==> src/rtl/uart_tx.sv <==
// uart_tx: 8N1 asynchronous serial transmitter with optional even parity.
// Accepts a byte on a Start pulse while idle, shifts it out LSB-first on TxD,
// and pulses Done for one cycle when the stop bit completes.
module uart_tx #(
  parameter int unsigned CLKS_PER_BIT = 4,
  parameter bit          PARITY_EN    = 1'b0
) (
  input  logic       Clk,
  input  logic       Reset,
  input  logic       Start,
  input  logic [7:0] data_in,
  output logic       TxD,
  output logic       Busy,
  output logic       Done
);

  localparam int unsigned BW = (CLKS_PER_BIT > 1) ? $clog2(CLKS_PER_BIT) : 1;
  localparam logic [BW-1:0] BAUD_LAST = BW'(CLKS_PER_BIT - 1);

  typedef enum logic [2:0] {
    IDLE,
    START_BIT,
    DATA,
    PARITY,
    STOP_BIT
  } state_t;

  state_t        state_q, state_d;
  logic [BW-1:0] baud_q,  baud_d;
  logic [2:0]    bit_q,   bit_d;
  logic [7:0]    shift_q, shift_d;
  logic          par_q,   par_d;
  logic          txd_q,   txd_d;
  logic          busy_q,  busy_d;
  logic          done_q,  done_d;

  logic          bit_end;

  assign bit_end = (baud_q == BAUD_LAST);

  // Next-state logic. TxD/Busy/Done are registered, so each transition also
  // computes the line level for the state being entered (e.g. shift_q[1] is
  // the next data bit because the register shifts on the same edge).
  always_comb begin
    state_d = state_q;
    baud_d  = baud_q;
    bit_d   = bit_q;
    shift_d = shift_q;
    par_d   = par_q;
    txd_d   = txd_q;
    busy_d  = busy_q;
    done_d  = 1'b0;

    case (state_q)
      IDLE: begin
        txd_d  = 1'b1;
        busy_d = 1'b0;
        if (Start) begin
          shift_d = data_in;
          par_d   = ^data_in;
          baud_d  = '0;
          bit_d   = '0;
          state_d = START_BIT;
          txd_d   = 1'b0;
          busy_d  = 1'b1;
        end
      end

      START_BIT: begin
        if (bit_end) begin
          baud_d  = '0;
          state_d = DATA;
          txd_d   = shift_q[0];
        end else begin
          baud_d  = baud_q + BW'(1);
        end
      end

      DATA: begin
        if (bit_end) begin
          baud_d  = '0;
          shift_d = {1'b0, shift_q[7:1]};
          bit_d   = bit_q + 3'd1;
          if (bit_q == 3'd7) begin
            if (PARITY_EN) begin
              state_d = PARITY;
              txd_d   = par_q;
            end else begin
              state_d = STOP_BIT;
              txd_d   = 1'b1;
            end
          end else begin
            txd_d = shift_q[1];
          end
        end else begin
          baud_d = baud_q + BW'(1);
        end
      end

      PARITY: begin
        if (bit_end) begin
          baud_d  = '0;
          state_d = STOP_BIT;
          txd_d   = 1'b1;
        end else begin
          baud_d  = baud_q + BW'(1);
        end
      end

      STOP_BIT: begin
        if (bit_end) begin
          baud_d  = '0;
          state_d = IDLE;
          txd_d   = 1'b1;
          busy_d  = 1'b0;
          done_d  = 1'b1;
        end else begin
          baud_d  = baud_q + BW'(1);
        end
      end

      default: begin
        state_d = IDLE;
        baud_d  = '0;
        bit_d   = '0;
        txd_d   = 1'b1;
        busy_d  = 1'b0;
      end
    endcase
  end

  // State and output registers; reset abandons any frame and idles the line.
  always_ff @(posedge Clk or posedge Reset) begin
    if (Reset) begin
      state_q <= IDLE;
      baud_q  <= '0;
      bit_q   <= '0;
      shift_q <= '0;
      par_q   <= 1'b0;
      txd_q   <= 1'b1;
      busy_q  <= 1'b0;
      done_q  <= 1'b0;
    end else begin
      state_q <= state_d;
      baud_q  <= baud_d;
      bit_q   <= bit_d;
      shift_q <= shift_d;
      par_q   <= par_d;
      txd_q   <= txd_d;
      busy_q  <= busy_d;
      done_q  <= done_d;
    end
  end

  assign TxD  = txd_q;
  assign Busy = busy_q;
  assign Done = done_q;

endmodule

==> config.mk <==
export PLATFORM = sky130hd
export DESIGN_NAME = uart_tx
export DESIGN_NICKNAME = d
export VERILOG_FILES = /design/src/rtl/uart_tx.sv
export SDC_FILE = /design/constraint.sdc
export NUM_CORES = 1
export LEC_CHECK = 0
export BUFFER_PORTS_ARGS = -buffer_cell sky130_fd_sc_hd__buf_2
export CAP_MARGIN = 20
export CORE_MARGIN = 3
export CORE_UTILIZATION = 40
export CTS_CLUSTER_SIZE = 30
export DETAILED_ROUTE_END_ITERATION = 12
export PLACE_DENSITY = 0.69
export SYNTH_ARGS = -nofsm -noshare
export SYNTH_HDL_FRONTEND = slang
export SYNTH_SLANG_ARGS = --single-unit
==> constraint.sdc <==
create_clock -name Clk -period 2 [get_ports Clk]
set_input_delay 0 -clock Clk [delete_from_list [all_inputs] [get_ports Clk]]
set_output_delay 0 -clock Clk [all_outputs]
set_load 0.005 [all_outputs]
=== After elaboration in Yosys (flattened, before gate mapping) ===
Index checks and enable logic that the tools add are counted.

* Register bits: 19
* Bits of input ports: 11
* Output and inout bits: 3
* Word-level logic and storage cells: 62

* Add/subtract/negate cells: 2
* Eq/ne operators: 13
* Multiplexer cells: 27
* Bitwise operators: 2
* Reduce and logical (&&, ||, !) cells: 11

{| class="wikitable"
|+ Operators by type and width
! kind !! number
|-
| two-way mux 3 bit || 8
|-
| two-way mux 8 bit || 2
|-
| one-hot mux 8 bit (2 select lines) || 1
|-
| one-hot mux 3 bit (5 select lines) || 1
|-
| inequality test 2 bit, second input constant || 6
|-
| two-way mux 1 bit || 9
|-
| one-hot mux 3 bit (3 select lines) || 1
|-
| AND reduction 3 bit || 3
|-
| equality test 3 x 2 -> 1 bit, second input constant || 2
|-
| equality test 3 bit, second input constant || 2
|-
| AND reduction 6 bit || 1
|-
| OR reduction 3 bit || 2
|-
| two-way mux 2 bit || 2
|-
| one-hot mux 1 bit (4 select lines) || 1
|-
| one-hot mux 2 bit (2 select lines) || 1
|-
| OR reduction 4 bit || 1
|-
| adder 3 x 1 -> 3 bit, second input constant || 1
|-
| equality test 3 x 1 -> 1 bit, second input constant || 1
|-
| logical NOT 3 bit || 1
|-
| one-hot mux 1 bit (3 select lines) || 1
|-
| adder 2 x 1 -> 2 bit, second input constant || 1
|-
| equality test 2 bit, second input constant || 1
|-
| inequality test 2 x 1 -> 1 bit, second input constant || 1
|-
| NOT 1 bit || 2
|-
| 3 further kinds || 3
|}

=== Logic depth before layout (Yosys ltp) ===
* Depth after elaboration: 4
* Depth in mapped cells: 8
* Depth with buffers taken out: 5

=== Worst setup path after synthesis ===
OpenSTA, ideal clock, no wires.

* Path kind: flip-flop to flip-flop
* Start point: reg baud_q[0]
* End point: reg shift_q[0]
* Setup time: 119 ps
* Data arrival time: 1386 ps
* Data required time: 1881 ps
* Path slack: 496 ps
* Stages on the path, launching flop included: 9
* Buffers on the path: 3
* Period minus slack after synthesis: 1504 ps
* Cells stage by stage: dfrtp_1 ha_1 clkbuf_2 mux2i_1 or3_1 buf_6 buf_6 nand2_1 o21ai_2

* Longest elaborated chain between the ends: 3

{| class="wikitable"
|+ Ends and longest elaborated chain
! element !! RTL line !! text
|-
| start: declaration || 29 || <nowiki>logic [BW-1:0] baud_q, baud_d;</nowiki>
|-
| start signal: assignment || 145 || <nowiki>baud_q <= baud_d;</nowiki>
|-
| equality test 2 bit || 39 || <nowiki>assign bit_end = (baud_q == BAUD_LAST);</nowiki>
|-
| inequality test 2 bit (no source line) || n/a ||
|-
| AND reduction 3 bit (no source line) || n/a ||
|-
| end signal: assignment || 147 || <nowiki>shift_q <= shift_d;</nowiki>
|-
| end: declaration || 31 || <nowiki>logic [7:0] shift_q, shift_d;</nowiki>
|}

No other way between the ends.
A chain may end at the register's enable or synchronous reset.

=== Worst setup path in the final report ===
* Start point: reg baud_q[0]
* End point: reg shift_q[5]

The elaborated chain is that of the path after synthesis.

==> flow_metrics.env <==
export IMPL_r2r_slack_ns=0.27
export IMPL_worstPathArrival_ns=1.90
export IMPL_syn_nets=114
export IMPL_endpoint_kind="register"
export IMPL_worstReg2RegEnd="shift_q[5]"
export IMPL_rsz0062_at_grt="no"
export IMPL_drive_gt1_share_pct=20.3
export IMPL_clock_sinks=19
export IMPL_routed_wl_mm=1.93
export IMPL_postSynthCellCount=100
export IMPL_grt_usage_pct=13.4
export IMPL_start_kind="register"
export IMPL_num_fill_cells=208
export IMPL_cts_tree="done"
export IMPL_port_buffers=13
export IMPL_synth_edf_count=0
export IMPL_cts_buffers=3
export IMPL_post_dp_cell_area_um2=1060
export IMPL_hold_slack_ns=0.345
export IMPL_io_pins=14
export IMPL_wire_per_inst_um=12.8
export IMPL_crit_fanout=16
export IMPL_coreArea_um2=2280
export IMPL_status="completed"
export IMPL_ant_nets=0
export IMPL_clockBufferDepth=2
export IMPL_crit_type="register to register"
export IMPL_finalHoldViolCount=0
export IMPL_r2r_start="baud_q[0]"
export IMPL_fin_cells=151
export IMPL_grt_pass1_vias=677
export IMPL_cts_resized=0
export IMPL_period_needed_ns=1.73
export IMPL_root_buffer="clkbuf_4"
export IMPL_power_leakage_nw=0.555
export IMPL_dp_hpwl_mm=1.36
export IMPL_drv_cap=0
export IMPL_avgSynthCellArea_um2=9.95
export IMPL_place_gp_congestion=0.798
export IMPL_fin_area_um2=1190
export IMPL_clk_pin_slew_ns=0.11
export IMPL_drt_iter0_drc=17
export IMPL_vias=806
export IMPL_grt_pass1_wl_mm=3.21
export IMPL_finalClockSkew_ns=0.00829
export IMPL_required_ns=2.17
export IMPL_yosysSeqAreaShare_pct=47.9
export IMPL_async_reset_ff_share_pct=100
export IMPL_final_nets=138
export IMPL_fmax_ghz=0.578
export IMPL_synthFlopType="dfrtp_1"
export IMPL_reg2reg_depth=5
export IMPL_slew_violations=0
export IMPL_grt_max_degree=20
export IMPL_dieArea_um2=3120
export IMPL_first_pass_iters=4
export IMPL_tns_ns=0
export IMPL_period_share_pct=86.4
export IMPL_setup_viol=0
export IMPL_tightest_slew_ns=0.731
export IMPL_p_per_area_nw_per_um2=1300
export IMPL_vdd_drop_max_v=0.000768
export IMPL_synth_area_um2=995
export IMPL_htree_levels=1
export IMPL_slew_headroom_pct=51.2
export IMPL_start_util_pct=43.7
export IMPL_die_height_um=55.9
export IMPL_hold_path_class="primary input to async pin"
export IMPL_antennaDiodeCount=0
export IMPL_yosys_warnings=0
export IMPL_vias_per_cell=5.34
export IMPL_placedCellCount=137
export IMPL_ys_ff_latch=19
export IMPL_ys_types=31
export IMPL_synthToLayoutAreaGrowth_pct=19.5
export IMPL_clkLatencyLatePin_ns=0.30
export IMPL_drc=0
export IMPL_total_power_w=0.00154
export IMPL_die_w_um=55.9
export IMPL_grt_overflow_total=0
export IMPL_row_count=17
export IMPL_antenna_found_initial=0
[logic make-up (layout without fill, tap and decap cells)]
logic type / Yosys count / after routing / synth area share, %
mux: 9 / 9 / 9.06
flops: 19 / 19 / 47.9
fa+ha+maj: 3 / 3 / 3.77
simple gates: 30 / 30 / 14.6
compound gates: 29 / 29 / 17.9
buf+inv: 9 / 32 / 5.91
xor+xnor: 1 / 1 / 0.881
[layout by cell type, fill, tap and decap left out, types with 2 or more instances in the layout]
| cell | Yosys | routed |
|---|---|---|
| a21oi_1 | 7 | 7 |
| dlygate4sd3_1 | 0 | 10 |
| dfrtp_1 | 18 | 18 |
| nand2_1 | 16 | 16 |
| a32o_1 | 2 | 2 |
| o21ai_0 | 7 | 7 |
| o21ai_2 | 2 | 2 |
| nor2_2 | 2 | 2 |
| nand3_1 | 2 | 2 |
| buf_4 | 0 | 2 |
| ha_1 | 3 | 3 |
| clkbuf_4 | 0 | 3 |
| o21ai_1 | 6 | 6 |
| buf_2 | 1 | 13 |
| inv_1 | 3 | 3 |
| mux2i_1 | 9 | 9 |
| nor2_1 | 3 | 3 |
[routing by layer]
layer	track usage, %	vias up	share of wire (%)
met3	3.48	5	3.7
li1	-	399	-
met5	0	-	0
met1	17.5	386	46
met2	19.8	16	47
met4	8.14	0	2.4
[where the power goes]
part | leakage, nW | switching [W] | internal (W)
logic | 0.299 | 0.000346 | 0.000301
clock network | 0.0150 | 0.000120 | 0.0000778
registers | 0.241 | 0.000157 | 0.000541
[through the flow]
step	setup slack [ns]	util [%]
finish	0.271	52.2
global route	0.144	52.2
CTS	0.276	52.2
detailed placement	0.306	46.7
global placement	0.371	46.7
floorplan	0.496	-
[synth_stat cells, types with 2 or more instances]
library cell  instances  area [um^2]
dfrtp_1              18          450
nand2_1              16         60.1
mux2i_1               9         90.1
a21oi_1               7         35.0
o21ai_0               7         35.0
o21ai_1               6         30.0
buf_6                 3         33.8
ha_1                  3         37.5
inv_1                 3         11.3
nor2_1                3         11.3
a32o_1                2         20.0
nand3_1               2         10.0
nor2_2                2         12.5
o21ai_2               2         17.5
[repair_timing]
action / 4_1_cts / 5_1_grt
hold endpoints to repair: 27 / 0
buffers inserted: 0 / 0
hold buffers: 10 / 0
[area by class of cell]
| class | count | area (um^2) | share of cell area, % |
|---|---|---|---|
| clock buffer | 4 | 26.3 | 2.21 |
| inverter | 3 | 11.3 | 0.947 |
| multi-input combinational | 72 | 459 | 38.6 |
| sequential | 19 | 477 | 40.1 |
| tap | 28 | 35.0 | 2.95 |
| timing repair buffer | 25 | 180 | 15.2 |
[state kept, by name, indices dropped and copies added, names as in the netlist]
signal / cells
Busy: 1
Done: 1
TxD: 1
baud_q: 2
bit_q: 3
shift_q: 8
state_q: 3
[worst max-delay path: stages, from the launching register on]
cell	delay, ns
dfrtp_1	0.39
ha_1	0.31
mux2i_1	0.11
or3_1	0.56
nand2_1	0.14
o21ai_1	0.08
[worst max-delay path by stage]
stage	start	end	slack [ns]	depth (start not counted)
floorplan	baud_q[0]	shift_q[0]	0.50	8
global placement	baud_q[0]	shift_q[0]	0.37	5
detailed placement	baud_q[0]	shift_q[0]	0.31	5
CTS	baud_q[0]	shift_q[0]	0.28	5
global route	baud_q[0]	shift_q[0]	0.14	5
finish	baud_q[0]	shift_q[5]	0.27	5
No activity file was read; power rests on OpenSTA's default activity.
